==> src/rtl/muldiv_if.sv <==
// Request/response bundle between the execute stage and the multiply/divide unit.
// The unit owns HI/LO and raises busy/stall while an operation is in flight.
interface muldiv_if #(
    parameter int WIDTH = 32
) ();
    logic             start_i;
    logic [2:0]       op_i;
    logic [WIDTH-1:0] rs_i;
    logic [WIDTH-1:0] rt_i;
    logic             hilo_read_i;
    logic             flush_i;
    logic [WIDTH-1:0] hi_o;
    logic [WIDTH-1:0] lo_o;
    logic             busy_o;
    logic             done_o;
    logic             stall_o;

    modport master (
        output start_i, op_i, rs_i, rt_i, hilo_read_i, flush_i,
        input  hi_o, lo_o, busy_o, done_o, stall_o
    );

    modport slave (
        input  start_i, op_i, rs_i, rt_i, hilo_read_i, flush_i,
        output hi_o, lo_o, busy_o, done_o, stall_o
    );
endinterface

==> src/rtl/muldiv_unit.sv <==
// Multi-cycle multiply/divide unit owning HI/LO: latency-configurable multiply,
// restoring radix-2 divide with a final sign-fix cycle, MTHI/MTLO, flush and stall.
module muldiv_unit #(
    parameter int WIDTH       = 32,
    parameter int MUL_LATENCY = 1
) (
    input  logic     clk,
    input  logic     rst_n,
    muldiv_if.slave  bus
);

    localparam logic [2:0] OP_MULT  = 3'd0;
    localparam logic [2:0] OP_MULTU = 3'd1;
    localparam logic [2:0] OP_DIV   = 3'd2;
    localparam logic [2:0] OP_DIVU  = 3'd3;
    localparam logic [2:0] OP_MTHI  = 3'd4;
    localparam logic [2:0] OP_MTLO  = 3'd5;

    localparam logic [1:0] S_IDLE    = 2'd0;
    localparam logic [1:0] S_MUL     = 2'd1;
    localparam logic [1:0] S_DIV     = 2'd2;
    localparam logic [1:0] S_DIV_FIX = 2'd3;

    localparam int CNT_MAX = (WIDTH > MUL_LATENCY) ? WIDTH : MUL_LATENCY;
    localparam int CNT_W   = $clog2(CNT_MAX + 1);

    // Magnitude of a possibly-signed operand; -2^(W-1) maps to unsigned 2^(W-1).
    function automatic logic [WIDTH-1:0] magnitude(input logic [WIDTH-1:0] v,
                                                   input logic is_signed);
        return (is_signed && v[WIDTH-1]) ? (~v + 1'b1) : v;
    endfunction

    function automatic logic [WIDTH-1:0] cond_negate(input logic [WIDTH-1:0] v,
                                                     input logic neg);
        return neg ? (~v + 1'b1) : v;
    endfunction

    logic [1:0]       state;
    logic [CNT_W-1:0] cnt;
    logic             busy_q;
    logic             done_q;
    logic [WIDTH-1:0] hi_q;
    logic [WIDTH-1:0] lo_q;

    logic [WIDTH-1:0] a_q;
    logic [WIDTH-1:0] b_q;
    logic             mul_signed_q;
    logic [WIDTH-1:0] dsr_q;
    logic [WIDTH-1:0] quo_q;
    logic [WIDTH-1:0] rem_q;
    logic             neg_quo_q;
    logic             neg_rem_q;
    logic             div_zero_q;

    logic             accept;
    logic             div_signed;

    logic signed [2*WIDTH-1:0] a_ext;
    logic signed [2*WIDTH-1:0] b_ext;
    logic signed [2*WIDTH-1:0] product;

    logic [WIDTH:0]   trial;
    logic [WIDTH-1:0] rem_nxt;
    logic [WIDTH-1:0] quo_nxt;
    logic [WIDTH-1:0] hi_fix;
    logic [WIDTH-1:0] lo_fix;

    assign accept     = bus.start_i & ~busy_q & ~bus.flush_i;
    assign div_signed = (bus.op_i == OP_DIV);

    // Sign- or zero-extend to 2W so one signed multiplier covers MULT and MULTU.
    always_comb begin
        a_ext   = mul_signed_q ? {{WIDTH{a_q[WIDTH-1]}}, a_q} : {{WIDTH{1'b0}}, a_q};
        b_ext   = mul_signed_q ? {{WIDTH{b_q[WIDTH-1]}}, b_q} : {{WIDTH{1'b0}}, b_q};
        product = a_ext * b_ext;
    end

    always_comb begin
        trial = {rem_q, quo_q[WIDTH-1]} - {1'b0, dsr_q};
        if (!trial[WIDTH]) begin
            rem_nxt = trial[WIDTH-1:0];
            quo_nxt = {quo_q[WIDTH-2:0], 1'b1};
        end else begin
            rem_nxt = {rem_q[WIDTH-2:0], quo_q[WIDTH-1]};
            quo_nxt = {quo_q[WIDTH-2:0], 1'b0};
        end
    end

    // Divide-by-zero bypasses the magnitude result; overflow falls out naturally.
    always_comb begin
        if (div_zero_q) begin
            lo_fix = '1;
            hi_fix = a_q;
        end else begin
            lo_fix = cond_negate(quo_q, neg_quo_q);
            hi_fix = cond_negate(rem_q, neg_rem_q);
        end
    end

    always_ff @(posedge clk) begin
        if (accept) begin
            a_q          <= bus.rs_i;
            b_q          <= bus.rt_i;
            mul_signed_q <= (bus.op_i == OP_MULT);
            dsr_q        <= magnitude(bus.rt_i, div_signed);
            quo_q        <= magnitude(bus.rs_i, div_signed);
            rem_q        <= '0;
            neg_quo_q    <= div_signed & (bus.rs_i[WIDTH-1] ^ bus.rt_i[WIDTH-1]);
            neg_rem_q    <= div_signed & bus.rs_i[WIDTH-1];
            div_zero_q   <= (bus.rt_i == '0);
        end else if (state == S_DIV) begin
            rem_q <= rem_nxt;
            quo_q <= quo_nxt;
        end
    end

    always_ff @(posedge clk or negedge rst_n) begin
        if (!rst_n) begin
            state  <= S_IDLE;
            cnt    <= '0;
            busy_q <= 1'b0;
            done_q <= 1'b0;
            hi_q   <= '0;
            lo_q   <= '0;
        end else begin
            done_q <= 1'b0;
            if (bus.flush_i) begin
                state  <= S_IDLE;
                cnt    <= '0;
                busy_q <= 1'b0;
            end else begin
                case (state)
                    S_IDLE: begin
                        if (accept) begin
                            case (bus.op_i)
                                OP_MULT, OP_MULTU: begin
                                    state  <= S_MUL;
                                    busy_q <= 1'b1;
                                    cnt    <= CNT_W'(MUL_LATENCY - 1);
                                end
                                OP_DIV, OP_DIVU: begin
                                    state  <= S_DIV;
                                    busy_q <= 1'b1;
                                    cnt    <= CNT_W'(WIDTH - 1);
                                end
                                OP_MTHI: hi_q <= bus.rs_i;
                                OP_MTLO: lo_q <= bus.rs_i;
                                default: ;
                            endcase
                        end
                    end
                    S_MUL: begin
                        if (cnt == '0) begin
                            {hi_q, lo_q} <= product;
                            state        <= S_IDLE;
                            busy_q       <= 1'b0;
                            done_q       <= 1'b1;
                        end else begin
                            cnt <= cnt - 1'b1;
                        end
                    end
                    S_DIV: begin
                        if (cnt == '0) begin
                            state <= S_DIV_FIX;
                        end else begin
                            cnt <= cnt - 1'b1;
                        end
                    end
                    default: begin
                        hi_q   <= hi_fix;
                        lo_q   <= lo_fix;
                        state  <= S_IDLE;
                        busy_q <= 1'b0;
                        done_q <= 1'b1;
                    end
                endcase
            end
        end
    end

    assign bus.hi_o    = hi_q;
    assign bus.lo_o    = lo_q;
    assign bus.busy_o  = busy_q;
    assign bus.done_o  = done_q;
    assign bus.stall_o = busy_q & (bus.hilo_read_i | bus.start_i);

endmodule

==> src/flat_wrapper.sv <==
// flat-port wrapper written by rule: the top's interface ports become plain ports
module muldiv_unit_flat 
#(
    parameter int WIDTH       = 32,
    parameter int MUL_LATENCY = 1
)
  (clk, rst_n, bus_start_i, bus_op_i, bus_rs_i, bus_rt_i, bus_hilo_read_i, bus_flush_i, bus_hi_o, bus_lo_o, bus_busy_o, bus_done_o, bus_stall_o);
  muldiv_if #(.WIDTH(WIDTH)) bus_i ();
  input  logic clk;
  input  logic rst_n;
  input wire logic [$bits(bus_i.start_i)-1:0] bus_start_i;
  input wire logic [$bits(bus_i.op_i)-1:0] bus_op_i;
  input wire logic [$bits(bus_i.rs_i)-1:0] bus_rs_i;
  input wire logic [$bits(bus_i.rt_i)-1:0] bus_rt_i;
  input wire logic [$bits(bus_i.hilo_read_i)-1:0] bus_hilo_read_i;
  input wire logic [$bits(bus_i.flush_i)-1:0] bus_flush_i;
  output wire logic [$bits(bus_i.hi_o)-1:0] bus_hi_o;
  output wire logic [$bits(bus_i.lo_o)-1:0] bus_lo_o;
  output wire logic [$bits(bus_i.busy_o)-1:0] bus_busy_o;
  output wire logic [$bits(bus_i.done_o)-1:0] bus_done_o;
  output wire logic [$bits(bus_i.stall_o)-1:0] bus_stall_o;
  assign bus_i.start_i = bus_start_i;
  assign bus_i.op_i = bus_op_i;
  assign bus_i.rs_i = bus_rs_i;
  assign bus_i.rt_i = bus_rt_i;
  assign bus_i.hilo_read_i = bus_hilo_read_i;
  assign bus_i.flush_i = bus_flush_i;
  assign bus_hi_o = bus_i.hi_o;
  assign bus_lo_o = bus_i.lo_o;
  assign bus_busy_o = bus_i.busy_o;
  assign bus_done_o = bus_i.done_o;
  assign bus_stall_o = bus_i.stall_o;
  muldiv_unit #(.WIDTH(WIDTH), .MUL_LATENCY(MUL_LATENCY)) u_core (.clk(clk), .rst_n(rst_n), .bus(bus_i));
endmodule
==> config.mk <==
export PLATFORM = sky130hd
export DESIGN_NAME = muldiv_unit_flat
export DESIGN_NICKNAME = d
export VERILOG_FILES = /design/src/rtl/muldiv_if.sv /design/src/rtl/muldiv_unit.sv /design/src/flat_wrapper.sv
export SDC_FILE = /design/constraint.sdc
export NUM_CORES = 2
export LEC_CHECK = 0
export BUFFER_PORTS_ARGS = -buffer_cell sky130_fd_sc_hd__buf_2
export CAP_MARGIN = 40
export CORE_MARGIN = 2
export CORE_UTILIZATION = 35
export CTS_CLUSTER_DIAMETER = 30
export CTS_CLUSTER_SIZE = 8
export DETAILED_ROUTE_END_ITERATION = 16
export GPL_TIMING_DRIVEN = 0
export PLACE_DENSITY = 0.57
export SLEW_MARGIN = 20
export SYNTH_ARGS = -nofsm -noshare
export SYNTH_HDL_FRONTEND = slang
export SYNTH_SLANG_ARGS = --single-unit
export TNS_END_PERCENT = 5
==> constraint.sdc <==
create_clock -name clk -period 12.3 [get_ports clk]
set_input_delay 0.615 -clock clk [delete_from_list [all_inputs] [get_ports clk]]
set_output_delay 0.615 -clock clk [all_outputs]
set_load 0.005 [all_outputs]
==> results.toml <==
[global_routing]
grt_pass1_vias = 52390
grt_max_degree = 51
antenna_found_initial = 21
grt_remaining_overflow = 0
grt_pass1_wl_um = 383500
grt_usage_pct = 29.80

[worst_setup_path]
rrSetupSlack_ns = 0.43
r2r-start = "u_core.mul_signed_q"
rr_endpoint = "u_core.bus.hi_o[22]"
max_stage_delay_ns = 0.93
path_max_fanout = 10
cpMaxStageDelayCell = "fa_1"
endpoint_kind = "flip-flop"
cp_common_cell = "fa_1"
critPathKind = "reg -> reg"
crit_path_start_kind = "flip-flop"
crit_required_ns = 12.79
crit_arrival_ns = 12.36
r2r_cells = 31

[sta]
final_hold_viol_count = 0
setup_viol = 0
slew_viol_final = 0
rsz0062_at_grt = "no"
post-route-period-util_pct = 96.51
worst_pin_slew_ns = 0.9845
skew_ns = 0.04932
finalSetupTns_ns = 0
slew_headroom_pct = 34.37
min_period_ns = 11.87
timing.fmax_mhz = 84.25

[clock_tree]
path_clk_slew_ns = 0.05
numCtsBuffers = 46
clockBufferDepth = 3
cts_tree = "done"
cts_root_buf = "clkbuf_16"
clk_latency_ns = 0.58
ctsHtreeMaxLevel = 2
clock_sinks = 237
cts_setup_buffers = 0

[layout]
areaGrowthSynthToFinish_pct = 10.30
fillCellCount = 18250
nets = 8829
drive_gt1_share_pct = 5.401

[synth]
postSynthAreaPerCell_um2 = 9.383
synth_nets = 8546
synth_edf_count = 131
synth_cells = 6663
synthArstFlopShare_pct = 31.22
synth_flop_cell = "edfxtp_1"
yosysUniqueCellTypes = 80
ys_seq_area_share_pct = 10.28
ys_seq_elements = 237
yosys_warnings = 0
synth_area_um2 = 62520

[flow_run]
maxCapViolCount = 0

[placed_design]
port_buffers = 137
gp_congestion = 1.054
dp_hpwl_um = 230000

[route]
drcViolationCount = 0
drtIter0Drc = 4766
vias = 49250
viasPerCell = 5.270
dr.pass1.iters = 6
avgRoutedWirePerCell_um = 28.53
ant_nets = 0
routed_wl_um = 266600

[die]
core_um2 = 178000
chipWidth_um = 426.6
die_area_um2 = 182000
die_y_um = 426.6
initial_core_util_pct = 35.12
pin_count = 139
fp-row-count = 155

[run_status]
status = "finished, final reports clean"

[worst_hold_path]
whs_path_depth = 1
hp-start = "bus_rt_i[12]"
hold_path.class = "in -> reg"
hold_path_end = "u_core.b_q[12]"
==> cells by family (layout without fill, tap and decap cells) <==
| logic type | count (synthesis) | after routing | share of synthesized area [%] |
|---|---|---|---|
| xor+xnor | 255 | 255 | 3.572 |
| flops | 237 | 237 | 10.28 |
| compound gates | 704 | 704 | 7.141 |
| simple gates | 1714 | 1714 | 13.69 |
| other cells | 0 | 11 | 0 |
| fa+ha+maj | 1813 | 1813 | 53.35 |
| mux | 30 | 30 | 0.4883 |
| buf+inv | 1910 | 2227 | 11.48 |
==> per-layer routing <==
metal / routed length [um] / up-vias / global-route usage, %
li1: - / 20640 / -
met1: 104800 / 25500 / 38.66
met2: 116300 / 2505 / 45.25
met3: 29060 / 595 / 8.992
met4: 16400 / 8 / 14.57
met5: 51 / - / 0
==> worst max path at each step <==
stage	start	endpoint	cells after the start
finish	u_core.mul_signed_q	u_core.bus.hi_o[22]	31
global route	u_core.mul_signed_q	u_core.bus.hi_o[22]	31
CTS	u_core.mul_signed_q	u_core.bus.hi_o[30]	30
detailed placement	u_core.mul_signed_q	u_core.bus.hi_o[30]	30
global placement	u_core.mul_signed_q	u_core.bus.hi_o[30]	30
floorplan	u_core.mul_signed_q	u_core.bus.hi_o[31]	30
==> cells in the mapped netlist, drive strengths merged, types with 97 or more instances <==
| master | count | area share, % |
|---|---|---|
| a21oi | 175 | 1.4 |
| and2 | 637 | 6.4 |
| clkbuf | 303 | 1.8 |
| edfxtp | 131 | 6.3 |
| fa | 1422 | 46 |
| ha | 389 | 7.8 |
| inv | 1591 | 9.6 |
| nand2 | 680 | 4.1 |
| nor2 | 180 | 1.1 |
| o21ai | 207 | 1.7 |
| xnor2 | 158 | 2.2 |
| xor2 | 97 | 1.4 |
==> area by class of cell <==
cell class | count | area [um2] | share of cell area [%]
flip-flops and latches | 237 | 6426 | 9.319
plain buffers | 319 | 1250 | 1.813
clock buffers | 63 | 1330 | 1.929
diodes | 11 | 27.53 | 0.03992
inverters | 1591 | 5972 | 8.660
well taps | 2355 | 2947 | 4.273
clock inverters | 19 | 178.9 | 0.2595
multi-input cells | 4516 | 48920 | 70.95
repair buffers | 235 | 1903 | 2.760
==> timing repair <==
action	CTS	global route
hold buffers	1	0
setup endpoints to repair	0	3
resized for setup	0	2
endpoints found under the hold margin	3	0
==> registers in the layout (all words and copies together) (netlist names) <==
name	flops
u_core.dsr_q	32
u_core.bus.hi_o	32
u_core.div_zero_q	1
u_core.neg_rem_q	1
u_core.neg_quo_q	1
u_core.bus.done_o	1
u_core.quo_q	32
u_core.mul_signed_q	1
u_core.state	2
u_core.cnt	6
u_core.a_q	32
u_core.b_q	31
u_core.bus.busy_o	1
u_core.bus.lo_o	32
u_core.rem_q	32
==> critical path: cells and delay by family (launching register included) <==
family                     cells  cell delay, ns
xor gates and xnor gates       1            0.45
AOI/OAI and AO/OA              5            1.44
and+or+nand+nor                6            1.03
DFF                            1            0.51
adders and majority gates     11            6.10
buffers and inverters          8            2.21
==> through the flow <==
stage	instance area [um2]	setup slack [ns]	instances	hold slack [ns]	util, %
after CTS	68830	0.02319	9326	0.2666	38.66
after floorplan	62520	2.811	6663	0.3194	-
after global placement	66150	0.09110	9155	0.4880	37.16
after global routing	68930	0.1292	9335	0.2796	38.72
after detailed placement	67310	0.1305	9243	0.4969	37.81
final	68960	0.4299	9346	0.2812	38.73
==> layout by cell type, fill, tap and decap left out, drive strengths merged, types with 74 or more instances in the layout <==
| master | instances |
|---|---|
| inv | 1593 |
| fa | 1422 |
| nand2 | 680 |
| and2 | 637 |
| ha | 389 |
| clkbuf | 367 |
| buf | 249 |
| o21ai | 207 |
| nor2 | 180 |
| a21oi | 175 |
| xnor2 | 158 |
| edfxtp | 131 |
| xor2 | 97 |
| dfrtp | 74 |
Power is left out: the tool's default activity adds up to more than one toggle a clock period on the data nets, which glitch-free logic cannot reach.
